File: config.mk
export PLATFORM = sky130hd
export DESIGN_NAME = spi_cs_sequencer
export DESIGN_NICKNAME = d
export VERILOG_FILES = /design/src/rtl/spi_seq_pkg.sv /design/src/rtl/spi_cs_sequencer_rr_arbiter.sv /design/src/rtl/spi_cs_sequencer.sv
export SDC_FILE = /design/constraint.sdc
export NUM_CORES = 1
export LEC_CHECK = 0
export ABC_CLOCK_PERIOD_IN_PS = 5130
export CORE_MARGIN = 2
export CORE_UTILIZATION = 50
export DETAILED_ROUTE_END_ITERATION = 7
export PLACE_DENSITY = 0.84
export SETUP_SLACK_MARGIN = 0.2
export SLEW_MARGIN = 20
export SYNTH_ARGS = -nofsm -noshare
export SYNTH_HDL_FRONTEND = slang
export SYNTH_HIERARCHICAL = 1
export SYNTH_SLANG_ARGS = --single-unit
File: constraint.sdc
create_clock -name clk -period 5.13 [get_ports clk]
set_clock_uncertainty 0.15 [all_clocks]
set_input_delay 1.026 -clock clk [delete_from_list [all_inputs] [get_ports clk]]
set_output_delay 1.026 -clock clk [all_outputs]
set_load 0.02 [all_outputs]
File: src/rtl/spi_seq_pkg.sv
`default_nettype none
// ============================================================================
// Module      : spi_seq_pkg
// Description : Shared constants, state encoding and helpers for the SPI
//               chip-select sequencer.
// Revision    : 1.0 - initial release
// ============================================================================
package spi_seq_pkg;

  localparam int C_BYTE_W  = 8;
  localparam int C_STATE_W = 3;

  localparam logic [C_STATE_W-1:0] C_ST_RST_WAIT  = 3'd0;
  localparam logic [C_STATE_W-1:0] C_ST_IDLE      = 3'd1;
  localparam logic [C_STATE_W-1:0] C_ST_SETUP     = 3'd2;
  localparam logic [C_STATE_W-1:0] C_ST_START     = 3'd3;
  localparam logic [C_STATE_W-1:0] C_ST_WAIT_DONE = 3'd4;
  localparam logic [C_STATE_W-1:0] C_ST_NEXT      = 3'd5;
  localparam logic [C_STATE_W-1:0] C_ST_HOLD      = 3'd6;
  localparam logic [C_STATE_W-1:0] C_ST_GAP       = 3'd7;

  typedef enum logic [C_STATE_W-1:0] {
    S_RST_WAIT  = C_ST_RST_WAIT,
    S_IDLE      = C_ST_IDLE,
    S_SETUP     = C_ST_SETUP,
    S_START     = C_ST_START,
    S_WAIT_DONE = C_ST_WAIT_DONE,
    S_NEXT      = C_ST_NEXT,
    S_HOLD      = C_ST_HOLD,
    S_GAP       = C_ST_GAP
  } state_t;

  // Largest of four cycle counts; sizes the shared state counter.
  function automatic int max4(input int a, input int b, input int c, input int d);
    int m;
    m = a;
    if (b > m) m = b;
    if (c > m) m = c;
    if (d > m) m = d;
    return m;
  endfunction

endpackage
`default_nettype wire

File: src/rtl/spi_cs_sequencer_rr_arbiter.sv
`default_nettype none
// ============================================================================
// Module      : rr_arbiter
// Description : Combinational round-robin pick. Scans from last_grant+1 with
//               wrap-around and returns the first valid requester.
// Revision    : 1.0 - initial release
// ============================================================================
module rr_arbiter #(
  parameter int NUM_REQ = 2,
  parameter int IDX_W   = 1
) (
  input  logic [NUM_REQ-1:0] valid,
  input  logic [IDX_W-1:0]   last_grant,
  output logic [NUM_REQ-1:0] grant_oh,
  output logic [IDX_W-1:0]   grant_idx,
  output logic               grant_valid
);

  // Index 'off' positions after 'base', modulo NUM_REQ (NUM_REQ need not be a power of two).
  function automatic logic [IDX_W-1:0] wrap_idx(input logic [IDX_W-1:0] base, input int off);
    int sum;
    sum = int'(base) + off;
    if (sum >= NUM_REQ) sum -= NUM_REQ;
    return IDX_W'(sum);
  endfunction

  // First valid requester after the previous winner wins; lowest offset has priority.
  always_comb begin
    grant_oh    = '0;
    grant_idx   = '0;
    grant_valid = 1'b0;
    for (int k = 1; k <= NUM_REQ; k++) begin
      if (!grant_valid && valid[wrap_idx(last_grant, k)]) begin
        grant_valid = 1'b1;
        grant_idx   = wrap_idx(last_grant, k);
      end
    end
    grant_oh[grant_idx] = grant_valid;
  end

endmodule
`default_nettype wire

File: src/rtl/spi_cs_sequencer.sv
`default_nettype none
// ============================================================================
// Module      : spi_cs_sequencer
// Description : Shares one SPI byte engine between NUM_REQ requesters with
//               round-robin arbitration, per-requester active-low chip
//               selects and programmable CS setup / hold / inter-frame gap.
// Revision    : 1.0 - initial release
// ============================================================================
module spi_cs_sequencer
  import spi_seq_pkg::*;
#(
  parameter int NUM_REQ           = 2,
  parameter int CS_SETUP_CYCLES   = 4,
  parameter int CS_HOLD_CYCLES    = 4,
  parameter int CS_GAP_CYCLES     = 8,
  parameter int RESET_WAIT_CYCLES = 32768
) (
  input  logic                         clk,
  input  logic                         rst,
  input  logic [NUM_REQ-1:0]           req_valid,
  input  logic [C_BYTE_W*NUM_REQ-1:0]  req_data,
  input  logic [NUM_REQ-1:0]           req_last,
  output logic [NUM_REQ-1:0]           req_ready,
  output logic [C_BYTE_W-1:0]          spi_tx_data,
  output logic                         spi_start,
  input  logic                         spi_done,
  output logic [NUM_REQ-1:0]           spi_cs_n,
  output logic                         busy
);

  localparam int C_IDX_W = $clog2(NUM_REQ);
  localparam int C_CNT_W = $clog2(max4(CS_SETUP_CYCLES, CS_HOLD_CYCLES,
                                       CS_GAP_CYCLES, RESET_WAIT_CYCLES) + 1);

  localparam logic [C_CNT_W-1:0] C_SETUP_LAST = C_CNT_W'(CS_SETUP_CYCLES - 1);
  localparam logic [C_CNT_W-1:0] C_HOLD_LAST  = C_CNT_W'(CS_HOLD_CYCLES - 1);
  localparam logic [C_CNT_W-1:0] C_GAP_LAST   = C_CNT_W'(CS_GAP_CYCLES - 1);
  localparam logic [C_CNT_W-1:0] C_RST_LAST   = C_CNT_W'(RESET_WAIT_CYCLES - 1);
  localparam logic [C_IDX_W-1:0] C_LAST_REQ   = C_IDX_W'(NUM_REQ - 1);

  state_t                r_state;
  state_t                w_state_nxt;
  logic [C_CNT_W-1:0]    r_cnt;
  logic [C_IDX_W-1:0]    r_grant;
  logic [C_IDX_W-1:0]    w_grant_nxt;
  logic [C_IDX_W-1:0]    r_last_grant;
  logic                  r_last;
  logic [C_BYTE_W-1:0]   r_tx_data;
  logic [NUM_REQ-1:0]    r_cs_n;
  logic [NUM_REQ-1:0]    w_cs_n_nxt;
  logic                  r_start;
  logic                  w_accept;
  logic [NUM_REQ-1:0]    w_ready;
  logic [C_BYTE_W-1:0]   w_sel_data;
  logic                  w_sel_last;
  logic [NUM_REQ-1:0]    w_arb_oh;
  logic [C_IDX_W-1:0]    w_arb_idx;
  logic                  w_arb_any;

  rr_arbiter #(
    .NUM_REQ (NUM_REQ),
    .IDX_W   (C_IDX_W)
  ) u_arb (
    .valid       (req_valid),
    .last_grant  (r_last_grant),
    .grant_oh    (w_arb_oh),
    .grant_idx   (w_arb_idx),
    .grant_valid (w_arb_any)
  );

  // State register; the counter restarts from zero on every state change.
  always_ff @(posedge clk) begin
    if (rst) begin
      r_state <= S_RST_WAIT;
      r_cnt   <= '0;
    end else begin
      r_state <= w_state_nxt;
      r_cnt   <= (w_state_nxt != r_state) ? '0 : r_cnt + 1'b1;
    end
  end

  // Next-state, accept strobe and ready vector; spi_done only matters in RST_WAIT/WAIT_DONE.
  always_comb begin
    w_state_nxt = r_state;
    w_grant_nxt = r_grant;
    w_accept    = 1'b0;
    w_ready     = '0;
    case (r_state)
      S_RST_WAIT:  if (spi_done || r_cnt == C_RST_LAST) w_state_nxt = S_IDLE;
      S_IDLE: begin
        if (w_arb_any) begin
          w_ready     = w_arb_oh;
          w_accept    = 1'b1;
          w_grant_nxt = w_arb_idx;
          w_state_nxt = S_SETUP;
        end
      end
      S_SETUP:     if (r_cnt == C_SETUP_LAST) w_state_nxt = S_START;
      S_START:     w_state_nxt = S_WAIT_DONE;
      S_WAIT_DONE: if (spi_done) w_state_nxt = r_last ? S_HOLD : S_NEXT;
      S_NEXT: begin
        // Locked grant: only the current owner may supply the next byte.
        if (req_valid[r_grant]) begin
          w_ready[r_grant] = 1'b1;
          w_accept         = 1'b1;
          w_state_nxt      = S_START;
        end
      end
      S_HOLD:      if (r_cnt == C_HOLD_LAST) w_state_nxt = S_GAP;
      S_GAP:       if (r_cnt == C_GAP_LAST) w_state_nxt = S_IDLE;
      default:     w_state_nxt = S_RST_WAIT;
    endcase
  end

  // Chip select for the cycle after this edge: low for the owner from SETUP through HOLD.
  always_comb begin
    w_cs_n_nxt = '1;
    case (w_state_nxt)
      S_SETUP, S_START, S_WAIT_DONE, S_NEXT, S_HOLD: w_cs_n_nxt[w_grant_nxt] = 1'b0;
      default: ;
    endcase
  end

  // Byte and last flag of the requester being accepted this cycle.
  always_comb begin
    w_sel_data = '0;
    w_sel_last = 1'b0;
    for (int i = 0; i < NUM_REQ; i++) begin
      if (C_IDX_W'(i) == w_grant_nxt) begin
        w_sel_data = req_data[i*C_BYTE_W +: C_BYTE_W];
        w_sel_last = req_last[i];
      end
    end
  end

  // Registered pin outputs and datapath; tx data only moves on accept so it is stable mid-byte.
  always_ff @(posedge clk) begin
    if (rst) begin
      r_grant      <= '0;
      r_last_grant <= C_LAST_REQ;
      r_last       <= 1'b0;
      r_tx_data    <= '0;
      r_cs_n       <= '1;
      r_start      <= 1'b0;
    end else begin
      r_grant <= w_grant_nxt;
      r_cs_n  <= w_cs_n_nxt;
      r_start <= (w_state_nxt == S_START);
      if (w_accept) begin
        r_tx_data <= w_sel_data;
        r_last    <= w_sel_last;
      end
      if (r_state == S_GAP && w_state_nxt == S_IDLE) r_last_grant <= r_grant;
    end
  end

  assign req_ready   = w_ready;
  assign spi_tx_data = r_tx_data;
  assign spi_start   = r_start;
  assign spi_cs_n    = r_cs_n;
  assign busy        = (r_state != S_IDLE);

endmodule
`default_nettype wire

==> flow_summary.ini, run 1 <==
[pwr]
power.density_nw_per_um2 = 311.5
peakVddDrop_uv = 200.5
power_mw = 0.6672
p_leak_nw = 0.7481

[sta]
hold_viol_final = 0
finalSetupTns_ns = 0
min_period_ns = 3.871
relSlewSlack = 0.4972
drv_slew = 0
rsz0062_at_grt = no
clock.fmax_ghz = 0.2584
min_period_over_period = 0.7545
finalSetupViolations = 0
max_slew.worst_pin.slew_ns = 0.7517

[logic_synthesis]
yosys_warnings = 6
synthesis.nets = 216
synth_top_cell_by_area = dfxtp_1
yosysMostFrequentCell = dfxtp_1
synth_seq_area_share = 0.3848
ys_seq_elements = 33
synth_cell_types = 51
synth-main-ff-cell = dfxtp_1
yosysTopAreaCellShare = 0.3848
async_flop_share = 0
synth_area_sq_um = 1717
avgSynthCellArea_sq_um = 8.941
synth_commonest_cells = dfxtp_1 (33), nor2_1 (30), mux2i_1 (11)
synth-edff-count = 0
synth.area.top_cells = dfxtp_1 (38%), nor2_1 (6.6%), mux2i_1 (6.4%)
synthCells = 192

[floorplan]
ioPinCount = 37
die_w_um = 62.60
start_util = 0.5185
die-area_sq_um = 3918
die_h_um = 62.60
rows = 21
core_area_sq_um = 3311

[critical_path]
crit_required_ns = 3.95
slowest_delay_ns = 0.61
worst_setup_path_start_kind = input pin
path_cells = clkdlybuf4s50_1, or2_1, nand3_1, a21oi_1, clkdlybuf4s50_1
endpoint_kind = output port
critical_path_class = input pin to output port
crit_path_max_fanout = 7
path_common_cell = clkdlybuf4s50_1
crit_arrival_ns = 2.69
worst_path_max_delay_cell = clkdlybuf4s50_1

[clock_tree]
h-tree-depth = 2
clock-sinks = 33
cts_setup_buffers = 0
cts_made_buffers = 5
clock_path_buffers = 2
cts_hold_buffers = 0
cts_resized = 0
path_clk_slew_ns = 0.09
clock-root-buffer = clkbuf_4
cts_tree = built
clkLatencyLatePin_ns = 0.33

[final_layout]
drive_gt1_frac = 0.07860
syn_to_final_growth_pct = 24.78
fin_util = 0.6470
num-nets-final = 252
antennaDiodeCount = 0
layout.cells.non_filler = 275

[routing]
drc = 0
wl_per_cell_um = 12.16
totalWireLength_um = 3344
vias = 1448
final_antenna_net_count = 0
via_per_inst = 5.265
dr.pass1.iters = 4
drtIter0Drc = 108

[placement]
io_buffers = 36
hpwlAfterDp_um = 2528
routabilityCongestion = 0.7710
placed_cells = 267

[global_route]
antenna_found_initial = 0
grt_pass1_wl_um = 5844
grt.overflow.total = 0
track_usage = 0.1895
grt_start_max_net_pins = 20
grt_pass1_vias = 1340

[hold_path]
hp-class = flop to flop

[status]
outcome = finished, final reports clean

[run]
drv_cap = 0
[cells by family after synthesis]
logic type,Yosys count,share of synthesized area
XOR/XNOR,14,0.07142
AND/OR/NAND/NOR,85,0.2668
adder cells (fa/ha/maj),1,0.007287
buffers and inverters,16,0.04592
AO/OA/AOI/OAI,32,0.1596
flip-flops,33,0.3848
multiplexers,11,0.06414
[flip-flops by register name, indices dropped and copies added, names as in the netlist]
register and count:
r_cnt 16, spi_tx_data 8, r_state 3, spi_cs_n 2
r_grant 1, r_last 1, r_last_grant 1, spi_start 1
[final cells by class]
type | count | area (sq um)
Fill cell | 313 | 1169
Multi-Input combinational cell | 143 | 977.2
Sequential cell | 33 | 660.6
Timing Repair Buffer | 37 | 367.9
Tap cell | 46 | 57.56
Clock buffer | 8 | 48.80
Inverter | 8 | 30.03
[final timing paths]
kind,slack (ns),end,start,cells past startpoint
max,1.26,req_ready[0],req_valid[0],5
min,0.34,r_cnt[0],r_cnt[0],1
max reg2reg,2.84,spi_cs_n[0],r_state[2],5
min reg2reg,0.34,r_cnt[0],r_cnt[0],1
[layout by cell type (no fill, tap or decap), types with 3 or more instances in the layout]
cell / netlist / layout
clkdlybuf4s50_1: 0 / 36
dfxtp_1: 33 / 33
nor2_1: 30 / 30
mux2i_1: 11 / 11
xnor2_1: 10 / 10
nand3_1: 9 / 9
nor3_1: 9 / 9
a211oi_1: 9 / 9
inv_1: 8 / 8
nand2b_1: 6 / 6
nand2_1: 6 / 6
clkbuf_4: 0 / 5
a21oi_1: 4 / 4
nand4_1: 4 / 4
xor2_1: 4 / 4
nor4_1: 3 / 3
clkbuf_1: 2 / 3
[critical path, delay by kind of cell]
| kind | cells | cell delay [ns] |
|---|---|---|
| buffers and inverters | 2 | 1.16 |
| and+or+nand+nor | 2 | 0.35 |
| AOI/OAI and AO/OA | 1 | 0.15 |
[per-layer routing]
layer,GRT usage,share of wire,vias to the layer above
met4,0.08333,0.019,0
met2,0.2957,0.44,41
met5,0,0,-
li1,-,-,757
met1,0.2304,0.46,643
met3,0.07568,0.077,7
[stage by stage]
step	hold slack [ns]	area, sq um	setup slack, ns
3_5_place_dp	0.3317	2093	1.261
6_report	0.3355	2142	1.259
2_1_floorplan	0.2958	1717	2.297
4_1_cts	0.3446	2142	1.261
3_3_place_gp	0.3251	2093	1.301
5_1_grt	0.3764	2142	1.163
[report_power, final]
part           internal [mW]  switching [mW]  total, mW
clock                 0.0546          0.0819      0.136
sequential             0.283          0.0246      0.307
combinational          0.108           0.116      0.223
total                  0.445           0.222      0.667
Power figures use the tool's default switching activity.
==> run 2: changes to the inputs <==
- ABC_CLOCK_PERIOD_IN_PS: 5130 -> 3810
- clock period: 5.13 -> 3.81 ns (I/O delays scaled with it)
==> flow_summary.ini, run 2 (synthesis results as in run 1) <==
[sta]
relSlewSlack = 0.5776
max_slew.worst_pin.slew_ns = 0.6270
min_period_over_period = 0.8869
finalSetupTns_ns = 0
hold_viol_final = 0
min_period_ns = 3.379
finalSetupViolations = 0
rsz0062_at_grt = no
drv_slew = 0
setup_slack_ns = 0.4309
clock.fmax_ghz = 0.2959

[final_layout]
num-nets-final = 253
antennaDiodeCount = 0
final_area_sq_um = 2156
top_register = r_cnt
largest_reg_flops = 16
final_cell_mix = clkdlybuf4s50_1 (36), dfxtp_1 (33), nor2_1 (30)
final_common_cell = clkdlybuf4s50_1
syn_to_final_growth_pct = 25.58
layout.cells.non_filler = 275
drive_gt1_frac = 0.08734

[routing]
drtIter0Drc = 64
vias = 1463
final_antenna_net_count = 0
drc = 0
dr.pass1.iters = 4
totalWireLength_um = 3405
wl_per_cell_um = 12.38
via_per_inst = 5.320

[status]
outcome = finished, final reports clean

[floorplan]
die-area_sq_um = 3918
rows = 21
start_util = 0.5185
ioPinCount = 37
die_w_um = 62.60
core_area_sq_um = 3311
die_h_um = 62.60

[hold_path]
min_to = r_cnt[0]
hold_depth = 1
hp-start = r_cnt[0]
hp-class = flop to flop

[clock_tree]
clkLatencyLatePin_ns = 0.34
path_clk_slew_ns = 0.09
cts_setup_buffers = 0
cts_resized = 0
cts_made_buffers = 5
clock_path_buffers = 2
clock-sinks = 33
h-tree-depth = 2
cts_hold_buffers = 0
clock-root-buffer = clkbuf_4
cts_tree = built

[placement]
routabilityCongestion = 0.8243
post-place-ws_ns = 0.4245
hpwlAfterDp_um = 2531
placed_cell_area_sq_um = 2101
io_buffers = 36
placed_cells = 268

[pwr]
peakVddDrop_uv = 284.2
switchingPower_mw = 0.3035
power.density_nw_per_um2 = 426.1
internal-power_mw = 0.6152
p_sw_frac = 0.3303
pwr-share-seq = 0.451
power_mw = 0.9186
combPwrFrac = 0.335
clkPwrFrac = 0.214
p_leak_nw = 0.7582

[critical_path]
worst_setup_path_start_kind = input pin
worst_path_max_delay_cell = clkdlybuf4s50_1
path_cells = clkdlybuf4s50_1, or2_1, nand3_1, a21oi_1, clkdlybuf4s50_1
critical_path_class = input pin to output port
rr_worst_depth = 6
slowest_delay_ns = 0.61
crit_arrival_ns = 2.47
crit_required_ns = 2.90
path_common_cell = clkdlybuf4s50_1
reg2reg_slack_ns = 1.61
rr_startpoint = r_cnt[0]
crit_path_max_fanout = 7
timing.rr.end = r_cnt[14]
endpoint_kind = output port

[global_route]
grt.overflow.total = 0
grt_pass1_wl_um = 6044
antenna_found_initial = 0
track_usage = 0.1926
grt_pass1_vias = 1394
grt_start_max_net_pins = 20

[run]
drv_cap = 0
-- run 2: cell count changes in the layout (fill, tap and decap cells not counted) --
cell | before | now
clkbuf_1 | 3 | 1
buf_4 | 1 | 2
clkbuf_8 | 0 | 1
-- run 2: power groups by stage --
stage,registers [mW],logic [mW],clock network (mW)
finish,0.415,0.308,0.196
CTS,0.414,0.310,0.204
detailed placement,0.422,0.308,0
global route,0.421,0.338,0.219
global placement,0.421,0.305,0
floorplan,0.434,0.194,0
-- run 2: layout make-up --
type	instances	area, sq um
flip-flops and latches	33	660.6
multi-input cells	143	977.2
repair buffers	38	375.4
clock buffers	7	55.05
fillers	292	1155
well taps	46	57.56
inverters	8	30.03
-- run 2: worst max-delay path by stage --
| stage | slack, ns | end | start | cells after the start |
|---|---|---|---|---|
| 6_report | 0.43 | req_ready[1] | req_valid[1] | 5 |
| 5_1_grt | 0.30 | req_ready[0] | req_valid[1] | 5 |
| 4_1_cts | 0.43 | req_ready[1] | req_valid[1] | 5 |
| 3_5_place_dp | 0.42 | req_ready[1] | req_valid[1] | 5 |
| 3_3_place_gp | 0.51 | req_ready[1] | req_valid[1] | 5 |
| 2_1_floorplan | 1.50 | req_ready[1] | req_valid[1] | 3 |
-- run 2: metrics by stage --
stage	util	hold WS (ns)
floorplan	-	0.2958
global placement	0.6345	0.3234
detailed placement	0.6345	0.3393
CTS	0.6512	0.3532
global route	0.6512	0.3826
finish	0.6512	0.3471
-- run 2: layer usage --
metal,track usage,share of wire,up-vias
li1,-,-,760
met2,0.3185,0.45,32
met4,0.08056,0.017,0
met3,0.06847,0.057,7
met1,0.2261,0.47,664
met5,0,0,-
-- run 2: critical path, delay by kind of cell --
family          cells  cell delay (ns)
buf+inv             2             1.18
simple gates        2             0.38
compound gates      1             0.15
==> run 3: changes to the inputs <==
- CORE_ASPECT_RATIO: not set -> 0.8
==> flow_summary.ini, run 3 (synthesis results as in run 1) <==
[final_layout]
layout.cells.non_filler = 272
syn_to_final_growth_pct = 29.08
drive_gt1_frac = 0.09565
num-nets-final = 253
final_common_cell = clkdlybuf4s50_1
top_register = r_cnt
antennaDiodeCount = 0
largest_reg_flops = 16
final_cell_mix = clkdlybuf4s50_1 (36), dfxtp_1 (33), nor2_1 (30)

[clock_tree]
cts_resized = 0
clock_path_buffers = 2
clock-sinks = 33
cts_setup_buffers = 0
cts_hold_buffers = 0
clock-root-buffer = clkbuf_8
path_clk_slew_ns = 0.07
clkLatencyLatePin_ns = 0.28
cts_made_buffers = 5
cts_tree = built
h-tree-depth = 2

[global_route]
grt_pass1_vias = 1338
grt.overflow.total = 0
grt-busiest-layer = met2
track_usage = 0.1912
antenna_found_initial = 0
met3_usage = 0.05566
grt_start_max_net_pins = 20
grt_pass1_wl_um = 6051
grt_use_met2 = 0.2981
grt_use_met1 = 0.2593

[sta]
min_period_ns = 3.358
max_slew.worst_pin.slew_ns = 0.6296
finalSetupViolations = 0
drv_slew = 0
hold_viol_final = 0
relSlewSlack = 0.5758
rsz0062_at_grt = no
clock.fmax_ghz = 0.2978
min_period_over_period = 0.8813
finalSetupTns_ns = 0

[routing]
drc = 0
final_antenna_net_count = 0
totalWireLength_um = 3517
drtIter0Drc = 165
wl_per_cell_um = 12.93
via_per_inst = 5.449
vias = 1482
dr.pass1.iters = 4

[pwr]
p_leak_nw = 0.7842
power_mw = 1.066
power.density_nw_per_um2 = 481.2
peakVddDrop_uv = 239.5

[critical_path]
crit_required_ns = 2.90
worst-path-stages = 5
crit_arrival_ns = 2.45
worst_setup_path_start_kind = input pin
rr_startpoint = r_cnt[0]
endpoint_kind = output port
crit_path_max_fanout = 7
cp_top_family = buffers and inverters
path_cells = clkdlybuf4s50_1, or2_1, nand3_1, a21oi_1, clkdlybuf4s50_1
crit_end = req_ready[0]
startpoint = req_valid[1]
slowest_delay_ns = 0.62
reg2reg_slack_ns = 1.52
critical_path_class = input pin to output port
path_common_cell = clkdlybuf4s50_1
rr_worst_depth = 6
crit_buf_inv = 2
worst_path_max_delay_cell = clkdlybuf4s50_1
timing.rr.end = r_cnt[14]

[floorplan]
rows = 19
ioPinCount = 37
die_w_um = 69.51
die_h_um = 56.41
die-area_sq_um = 3921
start_util = 0.5121
core_area_sq_um = 3352

[placement]
routabilityCongestion = 0.8189
placed_cells = 264
io_buffers = 36
hpwlAfterDp_um = 2545

[hold_path]
hold_depth = 1
hp-class = flop to flop

[status]
outcome = finished, final reports clean

[run]
drv_cap = 0
==> run 3: cell types whose count changed in the layout (fill, tap and decap cells not counted) <==
cell        before  now
clkinvlp_4       0    1
clkbuf_1         1    0
bufinv_16        0    1
clkbuf_4         5    0
clkbuf_8         1    6
==> run 3: area by class of cell <==
type	instances	area, sq um
Clock buffer	6	82.58
Fill cell	283	1136
Tap cell	42	52.55
Inverter	8	30.03
Timing Repair Buffer	38	375.4
Sequential cell	33	660.6
Multi-Input combinational cell	143	977.2
Clock inverter	2	37.54
==> run 3: through the flow <==
| stage | hold WS [ns] | cell area, sq um | setup slack [ns] | util |
|---|---|---|---|---|
| floorplan | 0.2958 | 1717 | 1.505 | - |
| global placement | 0.3180 | 2096 | 0.5261 | 0.6252 |
| detailed placement | 0.3264 | 2096 | 0.4625 | 0.6252 |
| CTS | 0.3385 | 2216 | 0.4525 | 0.6611 |
| global route | 0.3662 | 2216 | 0.3305 | 0.6611 |
| finish | 0.3346 | 2216 | 0.4524 | 0.6611 |
==> run 3: routing by layer <==
metal  vias up  part of all wire
met5         -                 0
met4         0            0.0014
met3         2             0.053
met2        50              0.47
met1       670              0.48
li1        760                 -
==> run 3: worst min path at each step <==
stage,from,to,slack (ns)
3_5_place_dp,r_cnt[0],r_cnt[0],0.33
2_1_floorplan,r_cnt[0],r_cnt[0],0.30
5_1_grt,r_cnt[0],r_cnt[0],0.37
6_report,r_cnt[0],r_cnt[0],0.33
4_1_cts,r_cnt[0],r_cnt[0],0.34
3_3_place_gp,r_cnt[0],r_cnt[0],0.32
==> run 3: worst register-to-register path, cell delays in order, from the launching register on <==
cell       delay (ns)
dfxtp_1          0.37
ha_1             0.23
nor4b_2          0.32
nand4_1          0.17
o31a_1           0.35
o2111ai_4        0.45
nor3_1           0.10
==> run 3: power breakdown <==
part	switching, mW	internal [mW]	total [mW]
Clock	0.127	0.213	0.340
Sequential	0.0367	0.381	0.418
Combinational	0.161	0.147	0.309
Total	0.325	0.741	1.07
